<file path="src/rtl/sra_req_64b.sv">
// sra_req_64b: valid/ready request front-end for the sra_64b one-hot shifter.
// Optional operation counter (op_cnt_o, stat_clr_i) is built when SRA_REQ_STAT_EN is defined.
module sra_req_64b #(
  parameter logic SH_OUT_REG = 1'b1
) (
  input  logic        clk_i,
  input  logic        rst_n_i,
  input  logic        in_valid_i,
  output logic        in_ready_o,
  input  logic        in_arith_i,
  input  logic [6:0]  in_amt_i,
  input  logic [63:0] in_data_i,
  output logic        sh_init_o,
  output logic        sh_arith_o,
  output logic [63:0] sh_shift_o,
  output logic [63:0] sh_data_o,
  input  logic        sh_done_i,
  input  logic [63:0] sh_data_i,
  output logic        out_valid_o,
  input  logic        out_ready_i,
`ifdef SRA_REQ_STAT_EN
  input  logic        stat_clr_i,
  output logic [31:0] op_cnt_o,
`endif
  output logic [63:0] out_data_o
);

  typedef enum logic [1:0] {
    IDLE  = 2'd0,
    ISSUE = 2'd1,
    WAIT  = 2'd2,
    FULL  = 2'd3
  } state_e;

  state_e      state_q, state_d;
  logic        in_ready_q, in_ready_d;
  logic        sh_init_q, sh_init_d;
  logic        sh_arith_q, sh_arith_d;
  logic [63:0] sh_shift_q, sh_shift_d;
  logic [63:0] sh_data_q, sh_data_d;
  logic        out_valid_q, out_valid_d;
  logic [63:0] out_data_q, out_data_d;
  logic        early_done_s;

  // Amount 0 means pass-through, which the shifter encodes as an all-zero vector.
  function automatic logic [63:0] amt_to_onehot(input logic [5:0] amt);
    return (amt == 6'd0) ? 64'd0 : (64'd1 << amt);
  endfunction

  // A done in the init cycle is only meaningful for a combinational shifter output.
  assign early_done_s = sh_done_i & ~SH_OUT_REG;

  // Next-state and registered-output computation.
  always_comb begin
    state_d     = state_q;
    in_ready_d  = in_ready_q;
    sh_init_d   = 1'b0;
    sh_arith_d  = sh_arith_q;
    sh_shift_d  = sh_shift_q;
    sh_data_d   = sh_data_q;
    out_valid_d = out_valid_q;
    out_data_d  = out_data_q;
    case (state_q)
      IDLE: begin
        if (in_valid_i) begin
          in_ready_d = 1'b0;
          if (in_amt_i[6]) begin
            state_d     = FULL;
            out_valid_d = 1'b1;
            out_data_d  = {64{in_arith_i & in_data_i[63]}};
          end else begin
            state_d    = ISSUE;
            sh_init_d  = 1'b1;
            sh_arith_d = in_arith_i;
            sh_shift_d = amt_to_onehot(in_amt_i[5:0]);
            sh_data_d  = in_data_i;
          end
        end else begin
          state_d = IDLE;
        end
      end
      ISSUE, WAIT: begin
        if ((state_q == ISSUE) ? early_done_s : sh_done_i) begin
          state_d     = FULL;
          out_valid_d = 1'b1;
          out_data_d  = sh_data_i;
          sh_arith_d  = 1'b0;
          sh_shift_d  = 64'd0;
          sh_data_d   = 64'd0;
        end else begin
          state_d = WAIT;
        end
      end
      FULL: begin
        if (out_ready_i) begin
          state_d     = IDLE;
          out_valid_d = 1'b0;
          in_ready_d  = 1'b1;
        end else begin
          state_d = FULL;
        end
      end
      default: begin
        state_d     = IDLE;
        in_ready_d  = 1'b1;
        sh_arith_d  = 1'b0;
        sh_shift_d  = 64'd0;
        sh_data_d   = 64'd0;
        out_valid_d = 1'b0;
      end
    endcase
  end

  // State and output registers.
  always_ff @(posedge clk_i or negedge rst_n_i) begin
    if (!rst_n_i) begin
      state_q     <= IDLE;
      in_ready_q  <= 1'b1;
      sh_init_q   <= 1'b0;
      sh_arith_q  <= 1'b0;
      sh_shift_q  <= 64'd0;
      sh_data_q   <= 64'd0;
      out_valid_q <= 1'b0;
      out_data_q  <= 64'd0;
    end else begin
      state_q     <= state_d;
      in_ready_q  <= in_ready_d;
      sh_init_q   <= sh_init_d;
      sh_arith_q  <= sh_arith_d;
      sh_shift_q  <= sh_shift_d;
      sh_data_q   <= sh_data_d;
      out_valid_q <= out_valid_d;
      out_data_q  <= out_data_d;
    end
  end

  assign in_ready_o  = in_ready_q;
  assign sh_init_o   = sh_init_q;
  assign sh_arith_o  = sh_arith_q;
  assign sh_shift_o  = sh_shift_q;
  assign sh_data_o   = sh_data_q;
  assign out_valid_o = out_valid_q;
  assign out_data_o  = out_data_q;

`ifdef SRA_REQ_STAT_EN
  logic [31:0] op_cnt_q, op_cnt_d;

  // Saturating transfer counter; clear takes priority over a same-cycle transfer.
  always_comb begin
    op_cnt_d = op_cnt_q;
    if (stat_clr_i) begin
      op_cnt_d = 32'd0;
    end else if (out_valid_q && out_ready_i && (op_cnt_q != 32'hFFFF_FFFF)) begin
      op_cnt_d = op_cnt_q + 32'd1;
    end else begin
      op_cnt_d = op_cnt_q;
    end
  end

  // Counter register.
  always_ff @(posedge clk_i or negedge rst_n_i) begin
    if (!rst_n_i) begin
      op_cnt_q <= 32'd0;
    end else begin
      op_cnt_q <= op_cnt_d;
    end
  end

  assign op_cnt_o = op_cnt_q;
`endif

endmodule

</file>
<file path="config.mk">
export PLATFORM = sky130hd
export DESIGN_NAME = sra_req_64b
export DESIGN_NICKNAME = d
export VERILOG_FILES = /design/src/rtl/sra_req_64b.sv
export SDC_FILE = /design/constraint.sdc
export NUM_CORES = 1
export LEC_CHECK = 0
export BUFFER_PORTS_ARGS = -buffer_cell sky130_fd_sc_hd__buf_2
export CAP_MARGIN = 20
export CORE_AREA = 2 2 166 168
export CTS_CLUSTER_SIZE = 8
export DETAILED_ROUTE_END_ITERATION = 12
export DIE_AREA = 0 0 168 170
export MAX_ROUTING_LAYER = met4
export SETUP_SLACK_MARGIN = 0.05
export SYNTH_ARGS = -nofsm -noshare
export SYNTH_HDL_FRONTEND = slang
export SYNTH_SLANG_ARGS = --single-unit
</file>
<file path="constraint.sdc">
create_clock -name clk_i -period 2.12 [get_ports clk_i]
set_clock_uncertainty 0.1 [all_clocks]
set_input_delay 0.318 -clock clk_i [delete_from_list [all_inputs] [get_ports clk_i]]
set_output_delay 0.318 -clock clk_i [all_outputs]
set_load 0.03 [all_outputs]
</file>
Word level (Yosys, flattened, before mapping)
Index checks and enable logic that the tools add are counted.

word-level totals
  register bits after elaboration = 198
  bits in latches = 0
  RAM bits = 0
  ROM bits = 0
  input port bits = 141
  output and inout port bits = 196
  word-level logic and storage cells = 60
  memories kept = 0

operators by class
  add/subtract/negate cells = 0
  $mul = 0
  div/mod/pow operators = 0
  order comparisons = 0
  eq/ne operators = 8
  shift operators = 1
  mux-type cells = 33
  bitwise gates (word level) = 1
  reduce and logical (&&, ||, !) cells = 9

operators by type and width
  operator              number
  $mux 64               9
  $pmux 64 s2           3
  $shl 1x6->64 const A  1
  $mux 1                14
  $reduce_and 4->1      3
  $ne 2x2->1 const B    5
  $logic_not 6->1       1
  $mux 2                3
  $pmux 2 s3            1
  $eq 2x2->1 const B    2
  $pmux 1 s2            2
  $reduce_bool 2->1     2
  $pmux 1 s3            1
  $reduce_and 3->1      1
  $eq 2x1->1 const B    1
  $logic_not 2->1       1
  $reduce_or 2->1       1
  $and 1x1->1           1

Depth between registers and ports, before layout
Gate-level depths: netlist of run 1.

  word-level depth = 5
  gate-level depth with buffers = 7

Worst setup path after synthesis of run 1
No wires, ideal clock.

  path kind = flip-flop to flip-flop
  start = register state_q[0]
  end = register out_data_q[10] (netlist: out_data_o[10])
  arrival time = 1,565 ps
  data required time = 1,899 ps
  path slack = 334 ps
  stages on the path, launching flop included = 8
  path buffers = 2
  clock period less this slack = 1,786 ps
  path through = dfrtp_1 inv_1 ha_1 or2_1 o211a_1 buf_4 buf_6 o22a_1

on the way
  word-level cells in the longest chain between the ends = 4
  elaborated cells on any way between the ends = 11

RTL lines
  what                                                       line    text
  start, declared                                            35      state_e state_q, state_d;
  start signal, assigned                                     126     state_q <= state_d;
  $eq 2x1->1 or $eq 2x2->1 (tied branches)                   63, 83
  $mux 1 or $reduce_or 2->1 (tied branches)                  83, 63
  $ne 2x2->1 (no line) or $reduce_bool 2->1 (tied branches)  --
  $reduce_and 4->1 (no line)                                 --
  end signal, assigned                                       133     out_data_q <= out_data_d;
  end, declared                                              42      logic [63:0] out_data_q, out_data_d;

Several ways; a longest one is shown, not always the timed one.
A chain may end at the register's enable or synchronous reset.

Worst setup path after layout of run 1
  start = register state_q[0]
  end = register out_data_q[8] (netlist: out_data_o[8])

The elaborated chain is that of the path after synthesis.

==> flow_summary.toml, run 1 <==
[outcome]
status = "finished, final reports clean"

[final_layout]
seq_area_mm2 = 0.00496
drive_gt1_share_pct = 43.2
multiInputGateArea_mm2 = 0.00270
syn_to_final_growth_pct = 41.5
nNetsFinal = 1098
nFillCells = 2534

[logic_synthesis]
syn-num-nets = 726
ys_warn_count = 0
async_flop_share_pct = 100
syn_area_mm2 = 0.00797
synth-edff-count = 0
dominantRegCellSynth = "dfrtp_1"
yosysSeqAreaShare_pct = 62.2
ys_ff_latch = 198
netlist_instances = 582
syn_avg_cell_area_um2 = 13.7
ys_types = 38

[setup_path]
regToRegStartpoint = "state_q[0]"
reg2reg_slack_ns = 0.16
required_ns = 2.33
arrival_ns = 2.17
r2r_end = "out_data_o[8]"
crit_fanout = 36
worstSetupStartpointType = "flop"
end_kind = "flop"
path_class = "flop to flop"
reg2reg_depth = 6

[timing]
rsz0062_at_grt = "no"
hold_viol_final = 0
setup_viol = 0
final.min_clock_period_ns = 1.96
relSlewSlack_pct = 37.8
drv_slew = 0
worstMarginPinSlew_ns = 0.927
finalCritPeriodShare_pct = 92.7
worst_slack_ns = 0.156
tns_ns = 0
fmaxAchievable_mhz = 509

[place]
dp_slack_ns = 0.0851
place.gp.congestion = 0.759
dp_hpwl_um = 17300
io_buffer_count = 336

[clock_network]
clk_pin_slew_ns = 0.08
h-tree-depth = 4
clk_path_buf_depth = 2
cts_root_buffer = "clkbuf_16"
numCtsBuffers = 17
numClockSinks = 198
cts_tree = "done"
cts_setup_buffers = 0
clk_latency_ns = 0.42

[min_path]
hold_depth = 2
min_path_type = "input port to flop"
hold_start = "in_data_i[14]"
whs_endpoint = "sh_data_o[14]"

[floorplan]
io_pins = 337
coreArea_mm2 = 0.0267
die_x_um = 168
die_y_um = 170
rows = 60
floorplan.initialDensity_pct = 29.9
dieArea_mm2 = 0.0286

[route]
viasPerCell = 5.06
ant_nets = 0
drcViolationCount = 0
wl_um = 25100
drt_iter0_drc = 399
first_pass_iters = 4
via_count = 6620
drt-wirelength-per-cell_um = 19.2

[global_route]
grt_max_degree = 66
grt_usage_pct = 17.6
grt_pass1_wl_um = 38400
grt_pass1_vias = 6869
grt-ovfl-total = 0
antenna_found_initial = 1

[power]
leakagePower_nw = 5.72
irDropWorstVdd_mv = 1.32
pwr_density_cell_mw_per_mm2 = 1740

[run]
max_cap_viol_count = 0
-- metal layers --
layer	up-vias	track usage [%]	share of wire, %
met5	-	-	0
met4	0	4.88	1.4
met3	21	5.16	7.3
met2	270	27.8	47
met1	3299	22.2	45
li1	3030	-	-
-- area by class of cell --
class | instances | area share, %
antenna | 1 | 0.0222
clock buffer | 18 | 3.89
clock inverter | 14 | 1.58
inverter | 6 | 0.200
multi-input combinational | 314 | 23.9
sequential | 198 | 43.9
tap | 341 | 3.78
timing repair buffer | 417 | 22.6
-- cells by family (layout without fill, tap and decap cells) --
kind of cell	after synthesis	in the layout	share of synthesized area, %
and+or+nand+nor	44	44	3.53
DFF	198	198	62.2
other	0	1	0
adders and majority gates	3	3	0.471
AOI/OAI and AO/OA	267	267	29.3
buffers and inverters	70	455	4.49
-- layout by cell type (no fill, tap or decap), drive strengths merged, types with 7 or more instances in the layout --
master and instances:
a2bb2oi 64, a32o 9, inv 13, o22a 64, dlygate4sd3 47, dfrtp 197
a22o 107, clkinv 7, buf 369, o2bb2ai 14, nor2 8, clkbuf 19
-- state kept, by name, summed over array words and instances, names as in the netlist --
name and flops:
out_valid_o 1, sh_shift_o 64, out_data_o 64, state_q 2, sh_data_o 64, sh_init_o 1, sh_arith_o 1, in_ready_o 1
-- through the flow --
stage	utilization (%)	hold WS, ns	cell area (µm²)	total power [mW]	cells
floorplan	-	-0.0776	7970	13.3	582
global placement	38.2	0.241	10200	16.1	1229
detailed placement	38.2	0.246	10200	16.3	1229
CTS	42.2	0.000195	11300	19.7	1306
global route	42.3	0.00136	11300	20.8	1309
finish	42.3	0.0191	11300	19.6	1309
-- worst max path at each step --
stage	startpoint	endpoint	slack, ns	cells after the start
3_3_place_gp	state_q[0]	sh_data_o[18]	0.10	5
5_1_grt	state_q[1]	sh_data_o[8]	0.06	6
2_1_floorplan	state_q[0]	out_data_o[10]	0.33	7
6_report	state_q[0]	out_data_o[8]	0.16	6
4_1_cts	state_q[0]	sh_data_o[51]	0.08	5
3_5_place_dp	state_q[0]	sh_data_o[25]	0.09	5
-- cell usage after synthesis (2+ instances only) --
cell | n | share of area [%]
clkbuf_1 | 22 | 1.0
and3_1 | 4 | 0.31
a22o_1 | 107 | 12
inv_1 | 5 | 0.24
nand4_1 | 3 | 0.24
and2_1 | 2 | 0.16
buf_4 | 2 | 0.19
nor4_2 | 2 | 0.31
dfrtp_1 | 197 | 62
nand2b_1 | 4 | 0.31
nor2_1 | 8 | 0.38
nor3_2 | 2 | 0.25
a2bb2oi_1 | 64 | 7.0
a21oi_1 | 3 | 0.19
o22a_1 | 64 | 7.0
a32o_1 | 9 | 1.1
ha_1 | 3 | 0.47
nand2_1 | 4 | 0.19
o2bb2ai_1 | 14 | 1.5
nor2b_1 | 5 | 0.39
buf_6 | 6 | 0.85
buf_2 | 34 | 2.1
nor3_1 | 3 | 0.19
-- repair_timing --
item | CTS | global route
hold endpoints to repair | 91 | 2
resized for setup | 0 | 2
setup endpoints to repair | 0 | 145
hold buffers | 45 | 2
-- critical path: stages (launching register included) --
cell and delay (ns):
dfrtp_1 0.38, inv_1 0.06, ha_2 0.39, inv_2 0.10, o211a_2 0.38, buf_12 0.21, o22a_1 0.22
-- power breakdown --
| part | switching (mW) | leakage [nW] | internal, mW |
|---|---|---|---|
| clock network | 1.73 | 0.298 | 1.65 |
| logic | 6.36 | 2.86 | 4.15 |
| registers | 0.646 | 2.55 | 5.07 |
No activity file was read; power rests on OpenSTA's default activity.
==> inputs of run 2 (changes only) <==
==> constraint.sdc (replaced) <==
create_clock -name clk_i -period 1.8 [get_ports clk_i]
set_clock_uncertainty 0.1 [all_clocks]
set_input_delay 0.27 -clock clk_i [delete_from_list [all_inputs] [get_ports clk_i]]
set_output_delay 0.27 -clock clk_i [all_outputs]
set_load 0.03 [all_outputs]
==> flow_summary.toml, run 2 (synthesis results as in run 1) <==
[outcome]
status = "complete, but fails checks"
violations = "setup timing"

[global_route]
grt_max_degree = 65
antenna_found_initial = 0
grt_pass1_vias = 7145
grt_pass1_wl_um = 40800
grt_usage_pct = 18.8
grt-ovfl-total = 0

[final_layout]
finalNonFillerCells = 1396
drive_gt1_share_pct = 47.6
nNetsFinal = 1186
syn_to_final_growth_pct = 59.5
final_cell_mix = "335 x buf_2, 197 x dfrtp_1, 107 x a22o_1"
antenna_cells = 0
final_common_cell = "buf_2"

[place]
place_inst = 1251
dp_hpwl_um = 17000
place.gp.congestion = 0.757
io_buffer_count = 336

[floorplan]
floorplan.initialDensity_pct = 29.9
die_y_um = 170
die_x_um = 168
dieArea_mm2 = 0.0286
coreArea_mm2 = 0.0267
rows = 60
io_pins = 337

[route]
viasPerCell = 5.16
wl_um = 29300
via_count = 7210
drcViolationCount = 0
ant_nets = 0
drt-wirelength-per-cell_um = 21.0
first_pass_iters = 4
drt_iter0_drc = 360

[clock_network]
h-tree-depth = 4
numCtsBuffers = 17
numClockSinks = 198
cts_tree = "done"
cts_root_buffer = "clkbuf_16"
clk_latency_ns = 0.42
clk_pin_slew_ns = 0.08
clk_path_buf_depth = 2

[timing]
final.min_clock_period_ns = 1.89
finalCritPeriodShare_pct = 105
drv_slew = 0
hold_viol_final = 0
relSlewSlack_pct = 30.5
fmaxAchievable_mhz = 528
worst_slack_ns = -0.0939
worstMarginPinSlew_ns = 1.03
whs_ns = 0.0368
rsz0062_at_grt = "yes"
setup_viol = 140

[setup_path]
end_kind = "flop"
worstSetupStartpointType = "flop"
crit_top_cell = "buf_6"
required_ns = 2.06
crit_chain = "inv_2 -> ha_4 -> buf_6 -> buf_6 -> and4bb_4 -> buf_8 -> clkbuf_16 -> a22o_1"
slowest_delay_ns = 0.39
crit_fanout = 8
path_class = "flop to flop"
arrival_ns = 2.15
cp_slowest_cell = "dfrtp_1"

[power]
irDropWorstVdd_mv = 1.25
pwr_density_cell_mw_per_mm2 = 2200
power.total_mw = 27.9
leakagePower_nw = 6.40

[run]
max_cap_viol_count = 0

[min_path]
min_path_type = "input port to flop"
run 2: cell count changes in the layout (fill, tap and decap cells not counted), sizes merged:
cell	delta
clkinv	-2
and4bb	+1
diode	-1
buf	+54
inv	+2
clkbuf	+13
dlygate4sd3	+19
bufbuf	+1
run 2: critical path: cells and delay by family (launching register included):
family,cells,cell delay [ns]
compound gates,1,0.13
simple gates,1,0.38
buf+inv,5,0.60
fa+ha+maj,1,0.22
flops,1,0.39
run 2: layout make-up:
cell class | count | area, µm²
Sequential cell | 198 | 4960
Inverter | 6 | 30.0
Clock inverter | 14 | 168
Multi-Input combinational cell | 315 | 2820
Fill cell | 2404 | 13900
Clock buffer | 18 | 439
Timing Repair Buffer | 504 | 3870
Tap cell | 341 | 427
run 2: per-stage QoR:
step / setup slack [ns] / setup TNS, ns / utilization, % / instance area [µm²]
2_1_floorplan: 0.0808 / 0 / - / 7980
3_3_place_gp: -0.0394 / -2.16 / 39.0 / 10400
3_5_place_dp: -0.0863 / -5.35 / 39.0 / 10400
4_1_cts: -0.0996 / -6.74 / 45.5 / 12100
5_1_grt: -0.171 / -17.44 / 47.7 / 12700
6_report: -0.0939 / -5.97 / 47.7 / 12700
run 2: repair_timing:
action | CTS | global route
hold buffers | 66 | 0
pin swaps | 26 | 27
setup buffers | 14 | 8
cloned | 9 | 18
endpoints found under the hold margin | 95 | 0
resized for setup | 29 | 29
endpoints found under the setup margin | 181 | 194
run 2: power by group:
part           switching, mW  internal [mW]  total, mW
logic                   9.03           8.17       17.2
clock network           2.00           1.94       3.94
registers              0.792           5.98       6.77
run 2: routing by layer:
| layer | part of all wire, % | track usage (%) | vias up |
|---|---|---|---|
| li1 | - | - | 3226 |
| met1 | 42 | 24.0 | 3646 |
| met2 | 49 | 30.4 | 315 |
| met3 | 7.4 | 4.65 | 23 |
| met4 | 1.2 | 4.05 | 0 |
| met5 | 0 | - | - |
run 2: worst paths after layout:
kind | start | to | slack (ns) | depth (start not counted)
min in group asynchronous | rst_n_i | out_data_o[60] | 0.24 | 2
worst max-delay path | state_q[1] | sh_data_o[51] | -0.09 | 8
worst min-delay path | in_arith_i | sh_arith_o | 0.04 | 2
max in group asynchronous | rst_n_i | sh_data_o[45] | 0.76 | 3
worst min register to register | sh_shift_o[0] | sh_shift_o[0] | 0.39 | 1
worst max register to register | state_q[1] | sh_data_o[51] | -0.09 | 8
==> inputs of run 3 (changes only) <==
==> constraint.sdc (replaced) <==
create_clock -name clk_i -period 1.8 [get_ports clk_i]
set_clock_uncertainty 0.1 [all_clocks]
set_input_delay 0.18 -clock clk_i [delete_from_list [all_inputs] [get_ports clk_i]]
set_output_delay 0.18 -clock clk_i [all_outputs]
set_load 0.03 [all_outputs]
==> flow_summary.toml, run 3 (synthesis results as in run 1) <==
[global_route]
grt_pass1_vias = 7207
grt_usage_pct = 18.2
antenna_found_initial = 0
grt_pass1_wl_um = 40000
grt-ovfl-total = 0
grt_max_degree = 65

[timing]
tns_ns = -0.307
hold_viol_final = 0
fmaxAchievable_mhz = 548
drv_slew = 0
rsz0062_at_grt = "yes"
worstMarginPinSlew_ns = 0.967
final.min_clock_period_ns = 1.82
relSlewSlack_pct = 35.0
worst_slack_ns = -0.0234
setup_viol = 48
finalCritPeriodShare_pct = 101

[setup_path]
crit_fanout = 12
worstSetupStartpointType = "flop"
reg2reg_slack_ns = -0.02
reg2reg_depth = 7
path_class = "flop to flop"
arrival_ns = 2.03
end_kind = "flop"
required_ns = 2.01
r2r_end = "sh_data_o[39]"
regToRegStartpoint = "state_q[0]"

[min_path]
hold_depth = 3
whs_endpoint = "out_data_o[23]"
hold_start = "sh_data_i[23]"
min_path_type = "input port to flop"

[floorplan]
dieArea_mm2 = 0.0286
die_x_um = 168
coreArea_mm2 = 0.0267
io_pins = 337
rows = 60
die_y_um = 170
floorplan.initialDensity_pct = 29.9

[route]
via_count = 6938
first_pass_iters = 6
drcViolationCount = 0
drt-wirelength-per-cell_um = 19.1
viasPerCell = 5.03
wl_um = 26300
ant_nets = 0
drt_iter0_drc = 338

[clock_network]
cts_tree = "done"
numClockSinks = 198
numCtsBuffers = 17
h-tree-depth = 4
clk_pin_slew_ns = 0.09
clk_path_buf_depth = 2
cts_root_buffer = "clkbuf_16"
clk_latency_ns = 0.42

[place]
place_inst = 1263
dp_slack_ns = -0.118
dp_hpwl_um = 17400
place.gp.congestion = 0.766
io_buffer_count = 336

[final_layout]
syn_to_final_growth_pct = 53.7
final_cell_mix = "335 x buf_2, 197 x dfrtp_1, 107 x a22o_1"
nFillCells = 2443
drive_gt1_share_pct = 46.6
nNetsFinal = 1169
finalNonFillerCells = 1379
antenna_cells = 0
final_common_cell = "buf_2"

[outcome]
status = "complete, but fails checks"
violations = "setup timing"

[run]
max_cap_viol_count = 0

[power]
pwr_density_cell_mw_per_mm2 = 2120
power.total_mw = 25.9
leakagePower_nw = 6.17
irDropWorstVdd_mv = 1.14
run 3: cell count changes in the layout (fill, tap and decap cells not counted), sizes merged:
| cell | before | now |
|---|---|---|
| buf | 423 | 412 |
| clkbuf | 32 | 25 |
| dlygate4sd3 | 66 | 69 |
| inv | 15 | 12 |
| bufinv | 0 | 2 |
| and4bb | 2 | 1 |
| bufbuf | 1 | 0 |
| clkinv | 5 | 6 |
run 3: what timing repair did:
item                                    4_1_cts  5_1_grt
endpoints found under the setup margin      190      192
pin swaps                                     9       12
endpoints found under the hold margin       109        0
gates resized for setup                      19       15
cloned                                        2        7
buffers inserted                              7        1
hold buffers                                 69        0
run 3: stage by stage:
stage          utilization [%]  cell area [µm²]  hold slack [ns]
2_1_floorplan                -             7980           -0.216
6_report                  46.0            12300           0.0182
5_1_grt                   46.0            12300           0.0289
3_5_place_dp              39.5            10500            0.107
4_1_cts                   45.3            12100          0.00882
3_3_place_gp              39.5            10500            0.108
run 3: worst max path at each step:
stage	slack, ns	cells after the start	endpoint	from
global placement	-0.08	5	sh_data_o[29]	state_q[0]
CTS	-0.02	7	sh_data_o[1]	state_q[1]
floorplan	0.08	7	out_data_o[10]	state_q[0]
finish	-0.02	7	sh_data_o[39]	state_q[0]
detailed placement	-0.12	5	sh_data_o[1]	state_q[0]
global route	-0.09	7	sh_data_o[6]	state_q[0]
run 3: cell type report:
type	instances	area, µm²	area share (%)
Tap cell	341	427	3.48
Clock inverter	14	205	1.67
Timing Repair Buffer	488	3410	27.9
Sequential cell	198	4960	40.5
Inverter	6	25.0	0.204
Clock buffer	18	439	3.58
Multi-Input combinational cell	314	2790	22.7
run 3: critical path: stages (launching register included):
cell,delay (ns)
dfrtp_1,0.39
buf_4,0.14
ha_2,0.18
and3b_2,0.25
o2bb2ai_4,0.08
buf_12,0.16
buf_12,0.15
a22o_1,0.25
run 3: report_power, final:
group	switching (mW)	leakage, nW	internal [mW]	total [mW]
clock	1.94	0.314	2.19	4.13
combinational	8.18	3.30	6.82	15.0
sequential	0.799	2.55	5.98	6.78
run 3: per-layer routing:
layer,vias to the layer above,wire [µm],global-route usage (%)
met3,21,1890,4.47
met2,282,12700,29.6
met1,3453,11400,23.0
met4,0,381,4.57
met5,-,0,-
li1,3182,-,-
